$ cat config.mk
export PLATFORM = sky130hd
export DESIGN_NAME = uart_responder
export DESIGN_NICKNAME = d
export VERILOG_FILES = /design/src/rtl/uart_pkg.sv /design/src/rtl/uart_responder_byte_fifo.sv /design/src/rtl/uart_responder.sv
export SDC_FILE = /design/constraint.sdc
export NUM_CORES = 1
export LEC_CHECK = 0
export CAP_MARGIN = 20
export CORE_MARGIN = 4
export CORE_UTILIZATION = 40
export DETAILED_ROUTE_END_ITERATION = 10
export PLACE_DENSITY_LB_ADDON = 0.12
export SLEW_MARGIN = 20
export SYNTH_ARGS = -nofsm -noshare
export SYNTH_HDL_FRONTEND = slang
export SYNTH_SLANG_ARGS = --single-unit
$ cat constraint.sdc
create_clock -name clk -period 5 [get_ports clk]
set_clock_uncertainty 0.1 [all_clocks]
set_input_delay 1.5 -clock clk [delete_from_list [all_inputs] [get_ports clk]]
set_output_delay 1.5 -clock clk [all_outputs]
set_load 0.005 [all_outputs]
$ cat src/rtl/uart_pkg.sv
// uart_pkg: shared types and constants for the UART responder.
//   tx_state_t / rx_state_t : serial FSM states (idle, start bit, data bits, stop bit)
//   UART_DATA_BITS          : data bits per 8N1 frame
package uart_pkg;

  localparam int UART_DATA_BITS = 8;

  typedef enum logic [1:0] {
    TX_IDLE  = 2'd0,
    TX_START = 2'd1,
    TX_DATA  = 2'd2,
    TX_STOP  = 2'd3
  } tx_state_t;

  typedef enum logic [1:0] {
    RX_IDLE  = 2'd0,
    RX_START = 2'd1,
    RX_DATA  = 2'd2,
    RX_STOP  = 2'd3
  } rx_state_t;

endpackage

$ cat src/rtl/uart_responder_byte_fifo.sv
// byte_fifo: first-word fall-through byte FIFO for received UART bytes.
//   clk, reset          : clock, asynchronous active-high reset
//   push, push_data     : write request and byte; ignored when full unless a pop
//                         happens in the same cycle
//   pop                 : remove head entry; ignored when empty
//   pop_data            : current head byte (combinational)
//   empty, full         : occupancy status
module byte_fifo #(
  parameter int DEPTH = 16
) (
  input  logic       clk,
  input  logic       reset,
  input  logic       push,
  input  logic [7:0] push_data,
  input  logic       pop,
  output logic [7:0] pop_data,
  output logic       empty,
  output logic       full
);

  localparam int AW = $clog2(DEPTH);

  logic [7:0]  mem_r [DEPTH];
  logic [AW:0] wr_ptr_r;
  logic [AW:0] rd_ptr_r;
  logic        do_push_s;
  logic        do_pop_s;

  // Pointers carry one extra wrap bit so full and empty are distinguishable.
  assign empty     = (wr_ptr_r == rd_ptr_r);
  assign full      = (wr_ptr_r[AW] != rd_ptr_r[AW]) &&
                     (wr_ptr_r[AW-1:0] == rd_ptr_r[AW-1:0]);
  assign do_pop_s  = pop & ~empty;
  // A pop in the same cycle frees a slot, so a push into a full FIFO still lands.
  assign do_push_s = push & (~full | do_pop_s);
  assign pop_data  = mem_r[rd_ptr_r[AW-1:0]];

  // Read/write pointer registers.
  always_ff @(posedge clk or posedge reset) begin
    if (reset) begin
      wr_ptr_r <= (AW+1)'(0);
      rd_ptr_r <= (AW+1)'(0);
    end else begin
      if (do_push_s) begin
        wr_ptr_r <= wr_ptr_r + (AW+1)'(1);
      end
      if (do_pop_s) begin
        rd_ptr_r <= rd_ptr_r + (AW+1)'(1);
      end
    end
  end

  // Storage array; contents are only meaningful between the pointers, so no reset.
  always_ff @(posedge clk) begin
    if (do_push_s) begin
      mem_r[wr_ptr_r[AW-1:0]] <= push_data;
    end
  end

endmodule

$ cat src/rtl/uart_responder.sv
// uart_responder: device-side end of the core's UART byte channel.
//   clk, reset                     : clock, asynchronous active-high reset
//   uart_in_data/valid, uart_in_ready    : core write request -> serial 8N1 on txd
//   uart_out_valid, uart_out_data/ready  : core read request <- RX byte FIFO
//   txd                            : serial transmit line, idle high
//   rxd                            : serial receive line (asynchronous)
//   rx_overflow                    : sticky, a received byte was dropped (FIFO full)
//   rx_frame_err                   : sticky, a stop bit was sampled low
module uart_responder
  import uart_pkg::*;
#(
  parameter int CLKS_PER_BIT = 868,
  parameter int FIFO_DEPTH   = 16
) (
  input  logic       clk,
  input  logic       reset,
  input  logic [7:0] uart_in_data,
  input  logic       uart_in_valid,
  output logic       uart_in_ready,
  input  logic       uart_out_valid,
  output logic [7:0] uart_out_data,
  output logic       uart_out_ready,
  output logic       txd,
  input  logic       rxd,
  output logic       rx_overflow,
  output logic       rx_frame_err
);

  localparam int            CW       = $clog2(CLKS_PER_BIT);
  localparam logic [CW-1:0] CNT_ZERO = CW'(0);
  localparam logic [CW-1:0] CNT_ONE  = CW'(1);
  localparam logic [CW-1:0] CNT_LAST = CW'(CLKS_PER_BIT - 1);
  localparam logic [CW-1:0] CNT_HALF = CW'(CLKS_PER_BIT / 2 - 1);
  localparam logic [2:0]    BIT_LAST = 3'(UART_DATA_BITS - 1);

  // ---------------- TX ----------------
  tx_state_t                 tx_state_r, tx_state_next_s;
  logic [CW-1:0]             tx_cnt_r, tx_cnt_next_s;
  logic [2:0]                tx_bit_r, tx_bit_next_s;
  logic [UART_DATA_BITS-1:0] tx_shift_r, tx_shift_next_s;
  logic                      txd_r, txd_next_s;
  logic                      in_ready_r, in_ready_next_s;
  logic                      tx_armed_r, tx_armed_next_s;

  // TX next-state: the line level is precomputed so txd leaves a flop.
  always_comb begin
    tx_state_next_s = tx_state_r;
    tx_cnt_next_s   = tx_cnt_r;
    tx_bit_next_s   = tx_bit_r;
    tx_shift_next_s = tx_shift_r;
    txd_next_s      = txd_r;
    in_ready_next_s = 1'b0;
    // Re-arm only once the core has dropped valid after an accepted write.
    if (!uart_in_valid) begin
      tx_armed_next_s = 1'b1;
    end else begin
      tx_armed_next_s = tx_armed_r;
    end
    case (tx_state_r)
      TX_IDLE: begin
        txd_next_s = 1'b1;
        if (tx_armed_r && uart_in_valid) begin
          tx_shift_next_s = uart_in_data;
          tx_state_next_s = TX_START;
          tx_cnt_next_s   = CNT_ZERO;
          txd_next_s      = 1'b0;
          in_ready_next_s = 1'b1;
          tx_armed_next_s = 1'b0;
        end else begin
          tx_cnt_next_s = CNT_ZERO;
        end
      end
      TX_START: begin
        if (tx_cnt_r == CNT_LAST) begin
          tx_state_next_s = TX_DATA;
          tx_cnt_next_s   = CNT_ZERO;
          tx_bit_next_s   = 3'd0;
          txd_next_s      = tx_shift_r[0];
        end else begin
          tx_cnt_next_s = tx_cnt_r + CNT_ONE;
        end
      end
      TX_DATA: begin
        if (tx_cnt_r == CNT_LAST) begin
          tx_cnt_next_s = CNT_ZERO;
          if (tx_bit_r == BIT_LAST) begin
            tx_state_next_s = TX_STOP;
            txd_next_s      = 1'b1;
          end else begin
            tx_bit_next_s   = tx_bit_r + 3'd1;
            tx_shift_next_s = {1'b0, tx_shift_r[UART_DATA_BITS-1:1]};
            txd_next_s      = tx_shift_r[1];
          end
        end else begin
          tx_cnt_next_s = tx_cnt_r + CNT_ONE;
        end
      end
      TX_STOP: begin
        if (tx_cnt_r == CNT_LAST) begin
          tx_state_next_s = TX_IDLE;
          tx_cnt_next_s   = CNT_ZERO;
        end else begin
          tx_cnt_next_s = tx_cnt_r + CNT_ONE;
        end
      end
      default: begin
        tx_state_next_s = TX_IDLE;
        tx_cnt_next_s   = CNT_ZERO;
        txd_next_s      = 1'b1;
      end
    endcase
  end

  // TX state register.
  always_ff @(posedge clk or posedge reset) begin
    if (reset) begin
      tx_state_r <= TX_IDLE;
      tx_cnt_r   <= CNT_ZERO;
      tx_bit_r   <= 3'd0;
      tx_shift_r <= 8'h00;
      txd_r      <= 1'b1;
      in_ready_r <= 1'b0;
      tx_armed_r <= 1'b1;
    end else begin
      tx_state_r <= tx_state_next_s;
      tx_cnt_r   <= tx_cnt_next_s;
      tx_bit_r   <= tx_bit_next_s;
      tx_shift_r <= tx_shift_next_s;
      txd_r      <= txd_next_s;
      in_ready_r <= in_ready_next_s;
      tx_armed_r <= tx_armed_next_s;
    end
  end

  // ---------------- RX ----------------
  logic                      rx_meta_r, rx_sync_r, rx_prev_r;
  rx_state_t                 rx_state_r, rx_state_next_s;
  logic [CW-1:0]             rx_cnt_r, rx_cnt_next_s;
  logic [2:0]                rx_bit_r, rx_bit_next_s;
  logic [UART_DATA_BITS-1:0] rx_shift_r, rx_shift_next_s;
  logic                      rx_push_s, rx_ferr_s;
  logic                      overflow_r, frame_err_r;

  logic                      fifo_empty_s, fifo_full_s;
  logic [7:0]                fifo_head_s;
  logic                      pop_s;

  // RX next-state: all samples are taken at mid-bit relative to the start edge.
  always_comb begin
    rx_state_next_s = rx_state_r;
    rx_cnt_next_s   = rx_cnt_r;
    rx_bit_next_s   = rx_bit_r;
    rx_shift_next_s = rx_shift_r;
    rx_push_s       = 1'b0;
    rx_ferr_s       = 1'b0;
    case (rx_state_r)
      RX_IDLE: begin
        if (rx_prev_r && !rx_sync_r) begin
          rx_state_next_s = RX_START;
          rx_cnt_next_s   = CNT_ZERO;
        end else begin
          rx_cnt_next_s = CNT_ZERO;
        end
      end
      RX_START: begin
        if (rx_cnt_r == CNT_HALF) begin
          rx_cnt_next_s = CNT_ZERO;
          // Line back high at mid start bit: a glitch, not a frame.
          if (rx_sync_r) begin
            rx_state_next_s = RX_IDLE;
          end else begin
            rx_state_next_s = RX_DATA;
            rx_bit_next_s   = 3'd0;
          end
        end else begin
          rx_cnt_next_s = rx_cnt_r + CNT_ONE;
        end
      end
      RX_DATA: begin
        if (rx_cnt_r == CNT_LAST) begin
          rx_cnt_next_s   = CNT_ZERO;
          rx_shift_next_s = {rx_sync_r, rx_shift_r[UART_DATA_BITS-1:1]};
          if (rx_bit_r == BIT_LAST) begin
            rx_state_next_s = RX_STOP;
          end else begin
            rx_bit_next_s = rx_bit_r + 3'd1;
          end
        end else begin
          rx_cnt_next_s = rx_cnt_r + CNT_ONE;
        end
      end
      RX_STOP: begin
        if (rx_cnt_r == CNT_LAST) begin
          // Leave at the stop sample so the very next start edge is seen.
          rx_state_next_s = RX_IDLE;
          rx_cnt_next_s   = CNT_ZERO;
          if (rx_sync_r) begin
            rx_push_s = 1'b1;
          end else begin
            rx_ferr_s = 1'b1;
          end
        end else begin
          rx_cnt_next_s = rx_cnt_r + CNT_ONE;
        end
      end
      default: begin
        rx_state_next_s = RX_IDLE;
        rx_cnt_next_s   = CNT_ZERO;
      end
    endcase
  end

  // RX synchronizer, state register and sticky error flags.
  always_ff @(posedge clk or posedge reset) begin
    if (reset) begin
      rx_meta_r   <= 1'b1;
      rx_sync_r   <= 1'b1;
      rx_prev_r   <= 1'b1;
      rx_state_r  <= RX_IDLE;
      rx_cnt_r    <= CNT_ZERO;
      rx_bit_r    <= 3'd0;
      rx_shift_r  <= 8'h00;
      overflow_r  <= 1'b0;
      frame_err_r <= 1'b0;
    end else begin
      rx_meta_r   <= rxd;
      rx_sync_r   <= rx_meta_r;
      rx_prev_r   <= rx_sync_r;
      rx_state_r  <= rx_state_next_s;
      rx_cnt_r    <= rx_cnt_next_s;
      rx_bit_r    <= rx_bit_next_s;
      rx_shift_r  <= rx_shift_next_s;
      overflow_r  <= overflow_r | (rx_push_s & fifo_full_s & ~pop_s);
      frame_err_r <= frame_err_r | rx_ferr_s;
    end
  end

  byte_fifo #(
    .DEPTH (FIFO_DEPTH)
  ) u_fifo (
    .clk       (clk),
    .reset     (reset),
    .push      (rx_push_s),
    .push_data (rx_shift_r),
    .pop       (pop_s),
    .pop_data  (fifo_head_s),
    .empty     (fifo_empty_s),
    .full      (fifo_full_s)
  );

  // ---------------- Read path ----------------
  logic       out_armed_r;
  logic       out_ready_r;
  logic [7:0] out_data_r;

  assign pop_s = out_armed_r & uart_out_valid & ~fifo_empty_s;

  // Read handshake: pop, capture head and pulse ready together.
  always_ff @(posedge clk or posedge reset) begin
    if (reset) begin
      out_armed_r <= 1'b1;
      out_ready_r <= 1'b0;
      out_data_r  <= 8'h00;
    end else begin
      out_ready_r <= pop_s;
      if (pop_s) begin
        out_data_r  <= fifo_head_s;
        out_armed_r <= 1'b0;
      end else if (!uart_out_valid) begin
        out_armed_r <= 1'b1;
      end
    end
  end

  assign txd            = txd_r;
  assign uart_in_ready  = in_ready_r;
  assign uart_out_ready = out_ready_r;
  assign uart_out_data  = out_data_r;
  assign rx_overflow    = overflow_r;
  assign rx_frame_err   = frame_err_r;

endmodule

# Word-level counts from Yosys, hierarchy flattened
# Memories as Yosys holds them, arrays and structs flattened. A register that Yosys moved wholly into a read port is not among the register bits.
# Cells that the tools add are included.
# Widths: inputs -> output; s select.
[totals] n_memories=1 ram_bits=128 latchBits=0 out_inout_bits=13 romBits=0 wordCells=137 ff_bits=66 input_bits=13
[classes] eq_ne=28 shift=0 n_addsub=6 div_mod_pow=0 multipliers=0 bitwise=12 n_mux=51 reduce_logical=19 n_lt_le_gt_ge=0
[mem_list] name="u_fifo.mem_r" depth=16 width=8 rd=1 rd_ports_with_merged_regs=1 wr=1 line_no="uart_responder_byte_fifo.sv:23" text="logic [7:0] mem_r [DEPTH];"
[ops] cell="$mux 10" count=3
[ops] cell="$pmux 10 s3" count=1
[ops] cell="$ne 2x2->1 const B" count=13
[ops] cell="$mux 8" count=3
[ops] cell="$mux 2" count=11
[ops] cell="$mux 3" count=7
[ops] cell="$add 10x1->10 const B" count=2
[ops] cell="$eq 10x10->1 const B" count=2
[ops] cell="$pmux 10 s2" count=1
[ops] cell="$mux 1" count=19
[ops] cell="$pmux 2 s4" count=2
[ops] cell="$pmux 8 s2" count=1
[ops] cell="$reduce_and 5->1" count=3
[ops] cell="$pmux 3 s2" count=2
[ops] cell="$add 5x1->5 const B" count=2
[ops] cell="$eq 10x9->1 const B" count=1
[ops] cell="$eq 2x2->1 const B" count=4
[ops] cell="$reduce_and 4->1" count=2
[ops] cell="$add 3x1->3 const B" count=2
[ops] cell="$and 1x1->1" count=6
[ops] cell="$eq 3x3->1 const B" count=2
[ops] cell="$reduce_bool 2->1" count=3
[ops] cell="$eq 5x5->1" count=1
[ops] cell="$eq 2x1->1 const B" count=2
[ops] cell="14 further kinds" count=21

# Longest topological paths before layout
# Gate-level depths: netlist (run 1).
[logic_depth] word_depth=8 mapped_depth=8 ltp_nobuf=6

# Hierarchy
# A second synthesis (run 1) with hierarchy kept.
[hier_totals] cells_unflattened=539 area_unflattened_um2=8673.3
[by_module_without_submodules] mod="byte_fifo" cells_each=268 seq_area_each_um2=4093.9 n_inst=1 area_each_um2=5624.1
[by_module_without_submodules] mod="uart_responder" cells_each=271 seq_area_each_um2=1609.0 n_inst=1 area_each_um2=3049.2

# Worst setup path before layout (run 1)
# OpenSTA, ideal clock, no wires.
[synth_path] path_kind="input -> register" from="input port uart_out_valid" to="memory u_fifo.mem_r[0][0], enable pin" n_path_buf=1 required_time_ps=4505 arrival_time_ps=3020 setup_slack_ps=1485 setup_ps=395 stages=4 path_cell_list="a21oi_1 a2111o_1 buf_2 nor4_1"
[synth_between] elab_chain_len=7
[synth_lines] item="from (decl)" line_no="uart_responder.sv:20" text="input logic uart_out_valid,"
[synth_lines] item="$and 1x1->1 (2 in a row)" line_no="uart_responder.sv:256" text="assign pop_s = out_armed_r & uart_out_valid & ~fifo_empty_s;"
[synth_lines] item="$and 1x1->1" line_no="uart_responder_byte_fifo.sv:33" text="assign do_pop_s = pop & ~empty;"
[synth_lines] item="$or 1x1->1" line_no="uart_responder_byte_fifo.sv:35" text="assign do_push_s = push & (~full | do_pop_s);"
[synth_lines] item="$and 1x1->1" line_no="uart_responder_byte_fifo.sv:35"
[synth_lines] item="$mux 1" line_no="uart_responder_byte_fifo.sv:55" text="if (do_push_s) begin"
[synth_lines] item="$mux 1 (not written as such)" line_no="uart_responder_byte_fifo.sv:56" text="mem_r[wr_ptr_r[AW-1:0]] <= push_data;"
[synth_lines] item="to (decl)" line_no="uart_responder_byte_fifo.sv:23"
# No other way between the ends.

# Worst setup path after layout (run 1)
[layout_path] from="input port uart_out_valid" to="memory u_fifo.mem_r[13][3], enable pin"
# The elaborated chain is that of the path after synthesis.

==> reports/results.ini, run 1 <==
[critical_path]
worst-setup-path-type=in2reg
crit_arrival_ps=3850
reg2reg_capture_point=u_fifo.mem_r[13][3]
start_kind=input pin
worstPathMaxFanout=18
timing.reg2reg.setup_slack_ps=1620
worst-endpoint-required_ps=5120
timing.critical_path.to_type=register
startpoint=uart_out_valid
reg_to_reg_start=u_fifo.rd_ptr_r[1]
worstRegToRegCells=6
worst_setup_path_end=u_fifo.mem_r[13][3]

[timing]
worst-slew-pin-transition_ps=946
finalHoldViolations=0
maxClockFrequency_mhz=268
rsz0062_at_grt=false
finalSetupViolCount=0
setup_total_negative_slack_ps=0
layout_worst_path_cycle_share_pct=74.7
timing.final.max_slew_violations=0
max-slew-margin-rel_pct=36.9
finalWorstPathRequiredPeriod_ps=3730

[logic_synthesis]
post-synth-top-area-fraction_pct=44.4
synthesis.nets=602
synth_edf_count=128
post_synth_inst_count=572
yosysSeqAreaShare_pct=65.9
top_cells_by_area_in_the_synthesized_netlist=edfxtp_1, dfrtp_1, mux4_2
synth.yosys.warnings=0
cell_with_the_most_instances_after_synthesis=edfxtp_1
ys_async_sr_fraction_pct=36.6
yosysUniqueCellTypes=56
synth_area_um2=8650
ys.flop_type=edfxtp_1
syn_avg_cell_area_um2=15.1
synth.largest_area_cell=edfxtp_1
synth_common_cells=edfxtp_1, dfrtp_1, mux2_2, nor2_1, inv_1
ys_ff_latch=202

[cts]
postCtsResizedCells=0
cts_hold_buf=0
cts_buffers=23
cts.sink_count=202
htree_num_levels=1
post-cts-setup-buffer-count=0
cts_tree=yes
cts.reportedPaths.clkPinSlew_ps=60
maximum_buffer_depth_of_the_clock_tree=3
clockRootBuffer=clkbuf_16
clock_insertion_delay_worst_skew_ps=500

[placed_design]
io_buffer_count=25
placedCellCount=864
place.gp.congestion=0.822
postPlaceCellArea_um2=9280
post-dp-hpwl_um=12200

[cells_and_area]
final_core_util_pct=47.1
fillers=1825
post_route_cells_drive_above_1_share_pct=20.6
n_antenna_cell=0
syn_to_final_growth_pct=15.2
finalInstanceArea_um2=9960
fin_nets=644
layoutNonFillerInstCount=905

[outcome]
run_status=finished, final reports clean

[global_routing]
grt.overflow.total=0
antenna_found_initial=0
grt_pass1_wl_um=29400
grt_start_max_net_pins=45
grt_usage_pct=15.8
grt_pass1_vias=5141

[routing]
detail-route-antenna-nets=0
detail_route.drc_violations=0
first_pass_iters=4
detailedRoute.firstIterationViolations=291
totalWireLength_um=18800
viasPerCell=5.44
detail_route.wl_per_cell_um=20.7
route.vias.total=4923

[floorplan]
fp.dieArea_um2=24000
num_rows=53
floorplan.initialDensity_pct=40.9
io-pin-count=26
die_y_um=155
die-width_um=155
total_core_area_um2=21200

[worst_hold_path]
holdCritPathClass=reg2reg

[pwr]
power.density_cell_area_nw_per_um2=399
vdd.ir_drop.worst_v=0.000300
power_mw=3.98
static-leakage-power_nw=3.33

[run]
max_cap_viol_count=0

## through the flow
step | setup WS (ps) | hold slack (ps)
final | 1270 | 256
after global routing | 1140 | 262
after CTS | 1300 | 258
after detailed placement | 769 | 249
after global placement | 877 | 247
after floorplan | 1490 | 245
## routing by layer
layer / vias to the layer above / part of all wire [%] / global-route usage (%)
met5: - / 0 / 0
met4: 0 / 1.6 / 3.49
met3: 25 / 4.7 / 2.64
met2: 107 / 48 / 25.5
met1: 2531 / 46 / 22.7
li1: 2260 / - / -
## worst max-delay path: stages
cell,delay [ps]
clkdlybuf4s50_1,550
a21oi_1,180
a2111o_1,780
nor3_1,590
buf_4,250
## state kept, by name (all words and copies together) (netlist names), named ones only
signal,cells
rx_shift_r,8
rx_bit_r,3
tx_cnt_r,10
rx_state_r,1
uart_out_data,8
rx_overflow,1
u_fifo.wr_ptr_r,5
tx_bit_r,3
txd,1
u_fifo.mem_r,128
rx_sync_r,1
rx_cnt_r,10
u_fifo.rd_ptr_r,5
tx_armed_r,1
uart_in_ready,1
rx_prev_r,1
tx_shift_r,8
rx_meta_r,1
uart_out_ready,1
tx_state_r,2
out_armed_r,1
rx_frame_err,1
## cells in the final DEF, fill, tap and decap left out, types with 18 or more instances in the layout
master           instances
buf_4                   21
clkbuf_16               23
clkdlybuf4s50_1         25
dfrtp_1                 66
edfxtp_1               128
inv_1                   25
mux2_2                  31
mux4_2                  24
nand2_1                 20
nor2_1                  31
xor2_1                  18
## layout make-up
| cell class | instances | area [um2] | share of cell area [%] |
|---|---|---|---|
| inverters | 26 | 98.8 | 0.992 |
| repair buffers | 46 | 408 | 4.09 |
| clock inverters | 9 | 51.3 | 0.515 |
| flip-flops and latches | 202 | 5710 | 57.3 |
| multi-input cells | 315 | 2730 | 27.4 |
| well taps | 275 | 344 | 3.45 |
| clock buffers | 32 | 629 | 6.32 |
## power breakdown
part	leakage, nW	internal [mW]	switching, mW	total [mW]
Sequential	1.81	1.82	0.125	1.94
Combinational	1.20	0.279	0.236	0.514
Clock	0.332	0.879	0.639	1.52
## how the worst min path moves through the flow
stage,start,to,depth (start not counted)
2_1_floorplan,rx_meta_r,rx_sync_r,0
3_3_place_gp,rx_meta_r,rx_sync_r,0
3_5_place_dp,rx_meta_r,rx_sync_r,0
4_1_cts,rx_meta_r,rx_sync_r,0
5_1_grt,rx_meta_r,rx_sync_r,0
6_report,rx_meta_r,rx_sync_r,0
## logic make-up (layout without fill, tap and decap cells)
kind of cell    Yosys count  in the layout  share of synthesized area (%)
fa+ha+maj                17             17                           2.46
xor+xnor                 29             29                           2.94
simple gates            127            127                           7.68
compound gates           70             70                           6.19
buf+inv                  55            113                           2.53
flops                   202            202                           65.9
mux                      72             72                           12.3
(Power assumes the default switching activity.)
==> inputs of run 2 (changes only) <==
- clock period: 5 -> 3.5 ns (I/O delays scaled with it)
==> reports/results.ini, run 2 (synthesis gave the netlist of run 1 again) <==
[cts]
cts.reportedPaths.clkPinSlew_ps=50
cts_buffers=22
cts_hold_buf=0
cts.sink_count=202
cts_tree=yes
clock_insertion_delay_worst_skew_ps=500
postCtsResizedCells=0
maximum_buffer_depth_of_the_clock_tree=3
clockRootBuffer=clkbuf_16
post-cts-setup-buffer-count=0
htree_num_levels=1

[global_routing]
grt.overflow.total=0
grt_start_max_net_pins=44
grt_usage_pct=15.9
grt_pass1_vias=5111
antenna_found_initial=0
grt_pass1_wl_um=29500

[timing]
timing.final.ws_setup_ps=689
max-slew-margin-rel_pct=44.6
worst-slew-pin-transition_ps=830
finalSetupViolCount=0
timing.final.max_slew_violations=0
layout_worst_path_cycle_share_pct=80.3
maxClockFrequency_mhz=356
finalWorstPathRequiredPeriod_ps=2810
setup_total_negative_slack_ps=0
rsz0062_at_grt=false
finalHoldViolations=0

[critical_path]
worstPathMaxFanout=18
worst-setup-path-type=reg2reg
cp_cell_sequence=or3b_4 > or4_1 > a2111o_1 > buf_12 > nor4_1 > buf_4
worst-endpoint-required_ps=3600
start_kind=register
timing.critical_path.to_type=register
slowest_delay_ps=520
timing.critical_path.slowest_stage_cell=or4_1
crit_arrival_ps=2910

[placed_design]
post-dp-hpwl_um=12400
placedCellCount=871
io_buffer_count=25
place.gp.congestion=0.814
place_ws_ps=277

[pwr]
power.density_cell_area_nw_per_um2=564
vdd.ir_drop.worst_v=0.000331
static-leakage-power_nw=3.39

[floorplan]
fp.dieArea_um2=24000
die-width_um=155
num_rows=53
die_y_um=155
io-pin-count=26
floorplan.initialDensity_pct=40.9
total_core_area_um2=21200

[routing]
viasPerCell=5.34
first_pass_iters=4
totalWireLength_um=18600
detail_route.drc_violations=0
route.vias.total=4867
detail-route-antenna-nets=0
detailedRoute.firstIterationViolations=326
detail_route.wl_per_cell_um=20.4

[outcome]
run_status=finished, final reports clean

[cells_and_area]
post_route_cells_drive_above_1_share_pct=22.2
fin_nets=650
syn_to_final_growth_pct=16.2
layoutNonFillerInstCount=911
final_common_cell=edfxtp_1
n_antenna_cell=0
max_reg_flops=128
most_frequent_cells_in_the_layout=edfxtp_1, dfrtp_1, mux2_2, nor2_1, buf_4

[run]
max_cap_viol_count=0

[worst_hold_path]
holdCritPathClass=reg2reg

run 2: cell count changes in the layout (fill, tap and decap cells not counted), sizes merged:
cell	delta
clkinv	+2
buf	+7
clkbuf	-2
inv	-1
run 2: final cells by class:
class,instances,area (um2)
Clock buffer,30,632
Clock inverter,10,55.1
Sequential cell,202,5710
Inverter,26,98.8
Fill cell,1789,11100
Timing Repair Buffer,53,485
Multi-Input combinational cell,315,2730
Tap cell,275,344
run 2: worst paths after layout:
kind	end	start	slack (ps)	cells past startpoint
hold reg to reg	rx_sync_r	rx_meta_r	260	0
setup reg to reg	u_fifo.mem_r[2][5]	rx_cnt_r[3]	690	6
min in group asynchronous	rx_cnt_r[4]	reset	800	2
hold / removal	rx_sync_r	rx_meta_r	260	0
max in group asynchronous	rx_meta_r	reset	1840	3
setup / recovery	u_fifo.mem_r[2][5]	rx_cnt_r[3]	690	6
run 2: stage by stage:
stage                     hold slack (ps)  total power, mW  utilization (%)  instance area (um2)
after floorplan                       245             3.32                -                 8650
after global placement                248             3.56             44.2                 9360
after detailed placement              249             3.58             44.2                 9360
after CTS                             257             5.76             47.5                10000
after global routing                  262             5.94             47.5                10000
final                                 256             5.67             47.5                10000
run 2: critical path: cells and delay by family (launching register included):
family	cells	cell delay [ps]
buf+inv	2	420
simple gates	3	1220
flops	1	430
compound gates	1	350
run 2: layer usage:
metal | vias to the layer above | part of all wire [%] | GRT usage [%]
met1 | 2446 | 44 | 21.7
met2 | 111 | 49 | 26.4
met4 | 0 | 3.1 | 5.30
met5 | - | 0 | 0
li1 | 2279 | - | -
met3 | 31 | 3.7 | 2.17
run 2: power by group:
part | total [mW] | switching (mW) | internal (mW)
Clock | 2.15 | 0.881 | 1.27
Combinational | 0.834 | 0.424 | 0.411
Sequential | 2.69 | 0.0845 | 2.60
==> inputs of run 3 (changes only) <==
- clock period: 3.5 -> 2.7 ns (I/O delays scaled with it)
==> reports/results.ini, run 3 (synthesis gave the netlist of run 1 again) <==
[critical_path]
crit_arrival_ps=2740
start_kind=register
worst-endpoint-required_ps=2810
worst-setup-path-type=reg2reg
worstPathMaxFanout=18
timing.critical_path.to_type=register

[global_routing]
grt_pass1_wl_um=29300
grt_pass1_vias=5091
grt_start_max_net_pins=28
grt_usage_pct=15.7
antenna_found_initial=0
grt.overflow.total=0

[floorplan]
die_y_um=155
fp.dieArea_um2=24000
io-pin-count=26
floorplan.initialDensity_pct=40.9
num_rows=53
total_core_area_um2=21200
die-width_um=155

[routing]
viasPerCell=5.33
detail_route.drc_violations=0
totalWireLength_um=18600
first_pass_iters=4
route.vias.total=4943
detailedRoute.firstIterationViolations=222
detail-route-antenna-nets=0
detail_route.wl_per_cell_um=20.1

[cts]
htree_num_levels=1
maximum_buffer_depth_of_the_clock_tree=3
cts_tree=yes
cts.sink_count=202
cts.reportedPaths.clkPinSlew_ps=60
clockRootBuffer=clkbuf_16
clock_insertion_delay_worst_skew_ps=500
cts_buffers=22

[timing]
maxClockFrequency_mhz=380
finalHoldViolations=0
setup_total_negative_slack_ps=0
finalSetupViolCount=0
rsz0062_at_grt=true
finalWorstPathRequiredPeriod_ps=2630
layout_worst_path_cycle_share_pct=97.4
max-slew-margin-rel_pct=43.5
worst-slew-pin-transition_ps=848
timing.final.max_slew_violations=0

[run]
max_cap_viol_count=0

[pwr]
switching_share_pct=23.8
power.density_cell_area_nw_per_um2=752
static-leakage-power_nw=3.56
vdd.ir_drop.worst_v=0.000557
power.switching_mw=1.87
clkPwrFrac_pct=40.8
p_int_mw=6.01
sequentialPowerShare_pct=43.7
comb_power_share_pct=15.5

[placed_design]
io_buffer_count=25
post-dp-hpwl_um=12500
place.gp.congestion=0.801

[cells_and_area]
syn_to_final_growth_pct=21.1
fillers=1788
final_common_cell=edfxtp_1
final_core_util_pct=49.5
n_antenna_cell=0
max_reg_flops=128
most_frequent_cells_in_the_layout=edfxtp_1, dfrtp_1, buf_4, mux2_2, nor2_1
fin_nets=667
post_route_cells_drive_above_1_share_pct=26.8

[worst_hold_path]
holdCritPathClass=reg2reg

[outcome]
run_status=finished, final reports clean

-- run 3: area by class of cell --
class	count	area [um2]	share of cell area [%]
clock buffers	26	587	5.60
clock inverters	14	201	1.92
inverters	26	101	0.968
multi-input cells	315	2850	27.2
flip-flops and latches	202	5710	54.5
well taps	275	344	3.29
repair buffers	70	687	6.56
-- run 3: what timing repair did --
item                                    4_1_cts  5_1_grt
hold buffers                                  0        0
endpoints found under the setup margin        8       57
setup buffers                                 0        0
gates resized for setup                       1        7
-- run 3: critical path: stages (launching register included) --
cell and delay [ps]:
dfrtp_1 390, or3b_4 430, or4_4 500, a2111o_1 340
buf_12 190, nor3_1 180, buf_4 200
-- run 3: power by group through the flow --
| stage | logic (mW) | clock network, mW | registers (mW) |
|---|---|---|---|
| after floorplan | 0.813 | 0 | 3.49 |
| after global routing | 1.32 | 3.45 | 3.45 |
| after detailed placement | 1.24 | 0 | 3.51 |
| final | 1.22 | 3.21 | 3.44 |
| after global placement | 1.22 | 0 | 3.50 |
| after CTS | 1.24 | 3.31 | 3.44 |
-- run 3: stage by stage --
step	hold WS [ps]	setup WS, ps	area (um2)	cells	total power, mW
5_1_grt	265	-13.3	10500	928	8.23
2_1_floorplan	245	-186	8740	572	4.30
3_5_place_dp	249	-165	9640	888	4.74
6_report	257	68.9	10500	928	7.88
3_3_place_gp	247	-162	9640	888	4.72
4_1_cts	258	34.4	10400	928	7.99
-- run 3: path summary, 6_finish.rpt --
kind | startpoint | endpoint | slack, ps | cells past startpoint
worst max register to register | rx_cnt_r[3] | u_fifo.mem_r[12][4] | 70 | 6
worst min-delay path | rx_meta_r | rx_sync_r | 260 | 0
min in group asynchronous | reset | rx_cnt_r[8] | 550 | 2
worst min register to register | rx_meta_r | rx_sync_r | 260 | 0
max in group asynchronous | reset | rx_prev_r | 1370 | 3
worst max-delay path | rx_cnt_r[3] | u_fifo.mem_r[12][4] | 70 | 6
-- run 3: routing by layer --
layer	share of wire, %	wire, um	track usage, %
met3	3.6	678	2.53
met2	48	9000	25.3
met4	2.0	379	3.83
met1	46	8570	22.5
met5	0	0	0
